[src/rtl/speedblock_mc.sv]
// speedblock_mc: multi-channel PI speed controller with a time-multiplexed datapath.
// On each prescaler tick it samples all QEI counts and forms wrap-safe speeds.
// It then runs one PI update per channel through a single shared multiplier.
// Optional feature macro: SPEEDBLOCK_ANTIWINDUP_EN. When it is defined, the
// integrator stops accumulating while the command is pinned in the direction
// of the error.
// Ports:
//   clk, rst       clock, asynchronous active-high reset
//   clr            synchronous clear (forces IDLE, zeroes state, re-syncs positions)
//   en             tick prescaler enable
//   sp_i           packed signed setpoints (channel 0 in LSBs)
//   pos_i          packed free-running QEI counts
//   kp_i, ki_i     unsigned gains, Q(frac_bits)
//   speed_o        packed signed measured deltas
//   co_o           packed saturated signed commands
//   co_valid_o     one-cycle pulse after all commands are updated
//   busy_o         sweep in progress
//   overrun_o      sticky: tick arrived while busy

`ifndef CLK_FREQ
`define CLK_FREQ 50000000
`endif
`ifndef PID_SPEED_FREQ
`define PID_SPEED_FREQ 10000
`endif
`ifndef PID_RES
`define PID_RES 16
`endif
`ifndef QEI_RES
`define QEI_RES 16
`endif

module speedblock_mc #(
    parameter int unsigned n_ch      = 2,
    parameter int unsigned clk_freq  = `CLK_FREQ,
    parameter int unsigned pid_freq  = `PID_SPEED_FREQ,
    parameter int unsigned pid_res   = `PID_RES,
    parameter int unsigned qei_res   = `QEI_RES,
    parameter int unsigned frac_bits = 8,
    parameter int unsigned int_res   = pid_res + 8
) (
    input  logic                      clk,
    input  logic                      rst,
    input  logic                      clr,
    input  logic                      en,
    input  logic [n_ch*pid_res-1:0]   sp_i,
    input  logic [n_ch*qei_res-1:0]   pos_i,
    input  logic [pid_res-1:0]        kp_i,
    input  logic [pid_res-1:0]        ki_i,
    output logic [n_ch*pid_res-1:0]   speed_o,
    output logic [n_ch*pid_res-1:0]   co_o,
    output logic                      co_valid_o,
    output logic                      busy_o,
    output logic                      overrun_o
);

    localparam int unsigned period = clk_freq / pid_freq;
    localparam int unsigned cnt_w  = (period > 1) ? $clog2(period) : 1;
    localparam int unsigned ch_w   = (n_ch > 1) ? $clog2(n_ch) : 1;
    // Product of a zero-extended gain (pid_res+1) and an integrator-wide operand.
    localparam int unsigned mul_w  = pid_res + 1 + int_res;
    localparam int unsigned wide_w = mul_w + 1;

    localparam logic signed [pid_res-1:0] pid_lim = {1'b0, {(pid_res-1){1'b1}}};
    localparam logic signed [pid_res-1:0] pid_neg = -pid_lim;
    localparam logic signed [int_res-1:0] int_lim = {1'b0, {(int_res-1){1'b1}}};
    localparam logic signed [int_res-1:0] int_neg = -int_lim;
    localparam logic signed [wide_w-1:0]  pid_max_w = wide_w'(pid_lim);
    localparam logic signed [wide_w-1:0]  pid_min_w = wide_w'(pid_neg);
    localparam logic signed [wide_w-1:0]  int_max_w = wide_w'(int_lim);
    localparam logic signed [wide_w-1:0]  int_min_w = wide_w'(int_neg);

    typedef enum logic [2:0] {
        S_IDLE,
        S_CAPTURE,
        S_ERR,
        S_PTERM,
        S_ITERM,
        S_OUT,
        S_DONE
    } state_t;

    // Symmetric clamp to the command width.
    function automatic logic signed [pid_res-1:0] sat_pid(input logic signed [wide_w-1:0] x);
        if (x > pid_max_w)      return pid_lim;
        else if (x < pid_min_w) return pid_neg;
        else                    return x[pid_res-1:0];
    endfunction

    // Symmetric clamp to the integrator width.
    function automatic logic signed [int_res-1:0] sat_int(input logic signed [wide_w-1:0] x);
        if (x > int_max_w)      return int_lim;
        else if (x < int_min_w) return int_neg;
        else                    return x[int_res-1:0];
    endfunction

    state_t state_q, state_d;

    logic [cnt_w-1:0] cnt_q;
    logic             tick_c;

    logic [ch_w-1:0]            ch_q;
    logic signed [pid_res-1:0]  speed_q    [n_ch];
    logic signed [pid_res-1:0]  co_q       [n_ch];
    logic [qei_res-1:0]         pos_prev_q [n_ch];
    logic signed [int_res-1:0]  integ_q    [n_ch];
    logic signed [pid_res-1:0]  err_q;
    logic signed [mul_w-1:0]    p_q;
    logic signed [mul_w-1:0]    i_q;
    logic                       co_valid_q;
    logic                       busy_q;
    logic                       overrun_q;

    logic signed [pid_res-1:0]  sp_a    [n_ch];
    logic [qei_res-1:0]         pos_a   [n_ch];
    logic [qei_res-1:0]         delta_a [n_ch];

    logic signed [pid_res-1:0]  sp_cur_c;
    logic signed [pid_res-1:0]  speed_cur_c;
    logic signed [pid_res-1:0]  co_cur_c;
    logic signed [int_res-1:0]  integ_cur_c;
    logic signed [pid_res-1:0]  err_c;
    logic signed [int_res-1:0]  integ_sum_c;
    logic signed [pid_res:0]    mul_a_c;
    logic signed [int_res-1:0]  mul_b_c;
    logic signed [mul_w-1:0]    prod_c;
    logic signed [mul_w-1:0]    shifted_c;
    logic signed [wide_w-1:0]   out_sum_c;
    logic                       hold_int_c;

    // Unpack per-channel inputs and pack per-channel registered outputs.
    for (genvar g = 0; g < n_ch; g++) begin : g_ch
        assign sp_a[g]    = sp_i[g*pid_res +: pid_res];
        assign pos_a[g]   = pos_i[g*qei_res +: qei_res];
        // Modulo subtraction at counter width makes the delta wrap-safe.
        assign delta_a[g] = pos_a[g] - pos_prev_q[g];
        assign speed_o[g*pid_res +: pid_res] = speed_q[g];
        assign co_o[g*pid_res +: pid_res]    = co_q[g];
    end

    assign co_valid_o = co_valid_q;
    assign busy_o     = busy_q;
    assign overrun_o  = overrun_q;

    // Control tick prescaler; holds while en is low.
    assign tick_c = en && (cnt_q == cnt_w'(period - 1));

    always_ff @(posedge clk or posedge rst) begin
        if (rst) begin
            cnt_q <= '0;
        end else if (en) begin
            cnt_q <= tick_c ? '0 : cnt_q + cnt_w'(1);
        end
    end

    // State register.
    always_ff @(posedge clk or posedge rst) begin
        if (rst) state_q <= S_IDLE;
        else     state_q <= state_d;
    end

    // Next-state logic; clr overrides everything.
    always_comb begin
        state_d = state_q;
        case (state_q)
            S_IDLE:    if (tick_c) state_d = S_CAPTURE;
            S_CAPTURE: state_d = S_ERR;
            S_ERR:     state_d = S_PTERM;
            S_PTERM:   state_d = S_ITERM;
            S_ITERM:   state_d = S_OUT;
            S_OUT:     state_d = (ch_q == ch_w'(n_ch - 1)) ? S_DONE : S_ERR;
            S_DONE:    state_d = S_IDLE;
            default:   state_d = S_IDLE;
        endcase
        if (clr) state_d = S_IDLE;
    end

    // Current-channel operand selection.
    assign sp_cur_c    = sp_a[ch_q];
    assign speed_cur_c = speed_q[ch_q];
    assign co_cur_c    = co_q[ch_q];
    assign integ_cur_c = integ_q[ch_q];

    assign err_c       = sat_pid(wide_w'(sp_cur_c) - wide_w'(speed_cur_c));
    assign integ_sum_c = sat_int(wide_w'(integ_cur_c) + wide_w'(err_c));

    // Shared multiplier: kp*err in PTERM, ki*integ in ITERM.
    assign mul_a_c   = (state_q == S_ITERM) ? {1'b0, ki_i} : {1'b0, kp_i};
    assign mul_b_c   = (state_q == S_ITERM) ? integ_cur_c : int_res'(err_q);
    assign prod_c    = mul_w'(mul_a_c) * mul_w'(mul_b_c);
    assign shifted_c = prod_c >>> frac_bits;
    assign out_sum_c = wide_w'(p_q) + wide_w'(i_q);

`ifdef SPEEDBLOCK_ANTIWINDUP_EN
    // Freeze the integrator while the command is pinned in the error's direction.
    assign hold_int_c = ((co_cur_c == pid_lim) && !err_c[pid_res-1] && (err_c != '0)) ||
                        ((co_cur_c == pid_neg) && err_c[pid_res-1]);
`else
    assign hold_int_c = 1'b0;
`endif

    // Datapath and registered status outputs.
    always_ff @(posedge clk or posedge rst) begin
        if (rst) begin
            for (int i = 0; i < int'(n_ch); i++) begin
                speed_q[i]    <= '0;
                co_q[i]       <= '0;
                pos_prev_q[i] <= '0;
                integ_q[i]    <= '0;
            end
            ch_q       <= '0;
            err_q      <= '0;
            p_q        <= '0;
            i_q        <= '0;
            co_valid_q <= 1'b0;
            busy_q     <= 1'b0;
            overrun_q  <= 1'b0;
        end else if (clr) begin
            // Re-sync positions so the first sweep after clear sees no spike.
            for (int i = 0; i < int'(n_ch); i++) begin
                speed_q[i]    <= '0;
                co_q[i]       <= '0;
                pos_prev_q[i] <= pos_a[i];
                integ_q[i]    <= '0;
            end
            ch_q       <= '0;
            co_valid_q <= 1'b0;
            busy_q     <= 1'b0;
            overrun_q  <= 1'b0;
        end else begin
            co_valid_q <= (state_d == S_DONE);
            busy_q     <= (state_d != S_IDLE);
            if (tick_c && (state_q != S_IDLE)) overrun_q <= 1'b1;

            case (state_q)
                S_CAPTURE: begin
                    for (int i = 0; i < int'(n_ch); i++) begin
                        speed_q[i]    <= pid_res'($signed(delta_a[i]));
                        pos_prev_q[i] <= pos_a[i];
                    end
                    ch_q <= '0;
                end
                S_ERR: begin
                    err_q <= err_c;
                    if (!hold_int_c) integ_q[ch_q] <= integ_sum_c;
                end
                S_PTERM: p_q <= shifted_c;
                S_ITERM: i_q <= shifted_c;
                S_OUT: begin
                    co_q[ch_q] <= sat_pid(out_sum_c);
                    if (ch_q != ch_w'(n_ch - 1)) ch_q <= ch_q + ch_w'(1);
                end
                default: ;
            endcase
        end
    end

endmodule

[config.mk]
export PLATFORM = sky130hd
export DESIGN_NAME = speedblock_mc
export DESIGN_NICKNAME = d
export VERILOG_FILES = /design/src/rtl/speedblock_mc.sv
export SDC_FILE = /design/constraint.sdc
export NUM_CORES = 2
export LEC_CHECK = 0
export CAP_MARGIN = 5
export CORE_MARGIN = 2
export CORE_UTILIZATION = 30
export CTS_BUF_LIST = sky130_fd_sc_hd__clkbuf_8
export CTS_CLUSTER_DIAMETER = 100
export CTS_CLUSTER_SIZE = 8
export DETAILED_ROUTE_END_ITERATION = 6
export GPL_ROUTABILITY_DRIVEN = 0
export PLACE_DENSITY = 0.47
export RECOVER_POWER = 25
export SKIP_LAST_GASP = 1
export SYNTH_ARGS = -nofsm -noshare
export SYNTH_HDL_FRONTEND = slang
export SYNTH_SLANG_ARGS = --single-unit
export TNS_END_PERCENT = 20
[constraint.sdc]
create_clock -name clk -period 12.37 [get_ports clk]
set_input_delay 1.8555 -clock clk [delete_from_list [all_inputs] [get_ports clk]]
set_output_delay 1.8555 -clock clk [all_outputs]
set_load 0.005 [all_outputs]
==> results.cfg <==
[global_route]
initial_antenna_violation_count = 3
gr-total-overflow = 0
grt_use_total_pct = 16.74
first_global_vias = 24240
grt_first_pass_wirelength_mm = 137.1
grt_start_max_net_pins = 114

[route]
final_antenna_net_count = 0
vias_per_cell = 4.853
postRouteWirelength_mm = 84.39
routed_wire_length_per_instance_um = 17.58
drc_violation_total_after_the_first_tritonroute_iteration = 1313
drt_first_pass_iters = 5
route.vias.total = 23290
number_of_design_rule_violations_left_after_detail_routing = 0

[clocking]
postCtsSetupRepairBufs = 0
ctsHoldBuffers = 0
cts.path.max_buffers = 3
cts.htree.levels = 2
cts_tree = built
postCtsResizedCells = 0
clkSlewWorstSetupHoldPaths_ns = 0.07
worstSkewPairLatency_ns = 0.62
tritoncts.num_buffers = 36
clock_sink_count = 246
root_buf_cell = clkbuf_8

[hold_path]
worst_hold_startpoint = integ_q[41]$_DFFE_PP0P_
hp_class = flip-flop to flip-flop

[logic_synthesis]
synth_adder_area_share_pct = 34.18
fraction_of_synthesis_flops_using_an_asynchronous_set_or_reset_pin_pct = 100.0
synth.most_common_cell = inv_1
multiplexer_share_of_the_synthesized_area_pct = 4.055
synth_seq_cells = 246
synth_top_flop_cell = dfrtp_1
post_synth_main_area_contributors = fa_1 26%, dfrtp_1 21%, ha_1 8.5%
synth_area_in_simple_gates_pct = 15.21
post_synth_most_frequent_cells = 506 x inv_1, 462 x nand2_1, 380 x fa_1
synth-compound-area-share_pct = 14.34
postSynthCellCount = 3396
synth_top_area_share_pct = 25.52
syn-num-nets = 4079
synth_xor_xnor_area_share_pct = 3.438
syn-cell-area_um2 = 29810
synth.yosys.seq_area_share_pct = 20.65
yosys_warnings = 0
number_of_enable_type_register_cells_in_the_synthesized_netlist = 0
synth_area_per_cell_um2 = 8.778
yosysTopAreaCell = fa_1
post_synth_num_cell_types = 77
dominant_combinational_cell_family_by_area_after_synthesis = adder cells

[place]
buffer_ports.inserted = 166
dp_hpwl_mm = 69.15
numPlacedInstances = 4757

[worst_setup_path]
crit_path_cell_trace = and2_2 > buf_4 > nor2_1 > a21oi_1 > nand2_1 > fa_1 > inv_1 > fa_1 > fa_1 > fa_1 > inv_1 > fa_1 > fa_1 > inv_1 > ha_1 > a21oi_1 > o21ai_0 > a2111oi_0 > o32ai_1 > a211oi_1 > o21ai_0 > a21oi_1 > xor2_1 > o21ai_0
critical_path_required_ns = 12.81
critical-path-max-stage-delay_ns = 1.12
critical_path.slowest_cell = a2111oi_0
sum_of_buffers_and_inverters_on_the_critical_path = 4
crit_fanout = 48
critPathCaptureType = flip-flop
crit_path_launch = state_q[2]$_DFF_PP0_
crit_family = compound AO/OA/AOI/OAI gates
timing.setup.critical_path_class = flip-flop to flip-flop
timing.critical_path.arrival_ns = 10.07
critPathMostFrequentCell = fa_1
timing.rr.start = state_q[2]$_DFF_PP0_
worstSetupStartpointType = flip-flop

[sta]
setup_repair_after_global_routing_missed_its_margin = false
finalSetupTns_ns = 0
finalCriticalPeriod_ns = 9.638
setup-violations-final = 0
timing.final.max_slew_violations = 201
fmax_ghz = 0.1038
max_slew_headroom_pct = -252.3
layout_worst_path_cycle_share_pct = 77.92
hold_viol_final = 0
final.setup_skew_ns = 0.04728
max_slew.worst_pin.slew_ns = 5.256

[floorplan]
num_rows = 115
initial_cell_density_of_the_core_pct = 30.29
fp.dieH_um = 319.2
fp.dieArea_um2 = 101900
chipWidth_um = 319.2
floorplan.io_pins = 167
core_um2 = 98420

[cells_and_area]
finish.net_count = 4191
instances_no_fill = 4799
final.fill_count = 10380
drive_above_1_share_pct = 5.639
growth_of_design_area_from_synthesis_to_finish_pct = 12.41

[flow_run]
max_cap_viol_count = 3

[run_status]
violations = max-capacitance violations, max-slew violations
status = complete, but fails checks
-- worst paths after layout --
path / endpoint / slack [ns] / cells past startpoint
worst max-delay path: p_q[30]$_DFFE_PP0P_ / 2.73 / 24
worst min-delay path: integ_q[41]$_DFFE_PP0P_ / 0.47 / 2
worst max register to register: p_q[30]$_DFFE_PP0P_ / 2.73 / 24
worst min register to register: integ_q[41]$_DFFE_PP0P_ / 0.47 / 2
max in group asynchronous: ch_q$_DFFE_PP0P_ / 5.67 / 4
min in group asynchronous: cnt_q[1]$_DFFE_PP0P_ / 3.32 / 2
-- placed cells by master (no fill, tap or decap), drive strengths merged, types with 65 or more instances in the layout --
master and count:
inv 508, o21ai 184, fa 380, nand2 462
nor2 321, xnor2 65, clkdlybuf4s50 163, a21oi 140
dfrtp 246, ha 203
-- layer usage --
layer,global-route usage (%),vias to the layer above,wire length [um]
li1,-,11390,-
met2,28.05,374,39530
met4,3.260,0,1346
met1,23.21,11460,40710
met5,0,-,0
met3,2.096,67,2801
-- metrics by stage --
stage	setup slack (ns)	cell area (um2)	utilization, %	hold slack (ns)
3_5_place_dp	2.401	32980	33.51	0.4657
3_3_place_gp	2.472	32980	33.51	0.4604
2_1_floorplan	3.756	29810	-	0.4444
5_1_grt	2.174	33510	34.05	0.5006
4_1_cts	2.744	33520	34.06	0.4809
6_report	2.732	33510	34.05	0.4738
-- sequential cells by signal, summed over array words and instances, names as in the netlist, 3 cells and up --
signal / count
integ_q: 48
i_q: 33
p_q: 33
co_o: 32
pos_prev_q: 32
speed_o: 32
err_q: 16
cnt_q: 13
state_q: 3
-- worst min-delay path, stage by stage (launching register included) --
cell and delay [ns]:
dfrtp_1 0.34, nand2_1 0.04, o21ai_0 0.06
-- cell type report --
type	instances	area, um2	share of cell area, %
antenna	1	2.502	0.007468
clock inverter	4	31.28	0.09335
inverter	506	1901	5.672
tap	1287	1610	4.806
multi-input combinational	2507	21300	63.57
clock buffer	37	509.2	1.520
timing repair buffer	211	1992	5.945
sequential	246	6160	18.38
-- kinds of logic (layout without fill, tap and decap cells) --
family	count (synthesis)	count (layout)
fa+ha+maj	587	587
buf+inv	643	758
mux	113	113
simple gates	1043	1043
flops	246	246
other cells	0	1
xor+xnor	117	117
compound gates	647	647
Power is not shown: default switching activity piles up to over one toggle a cycle in this logic, so the estimate is an artifact.
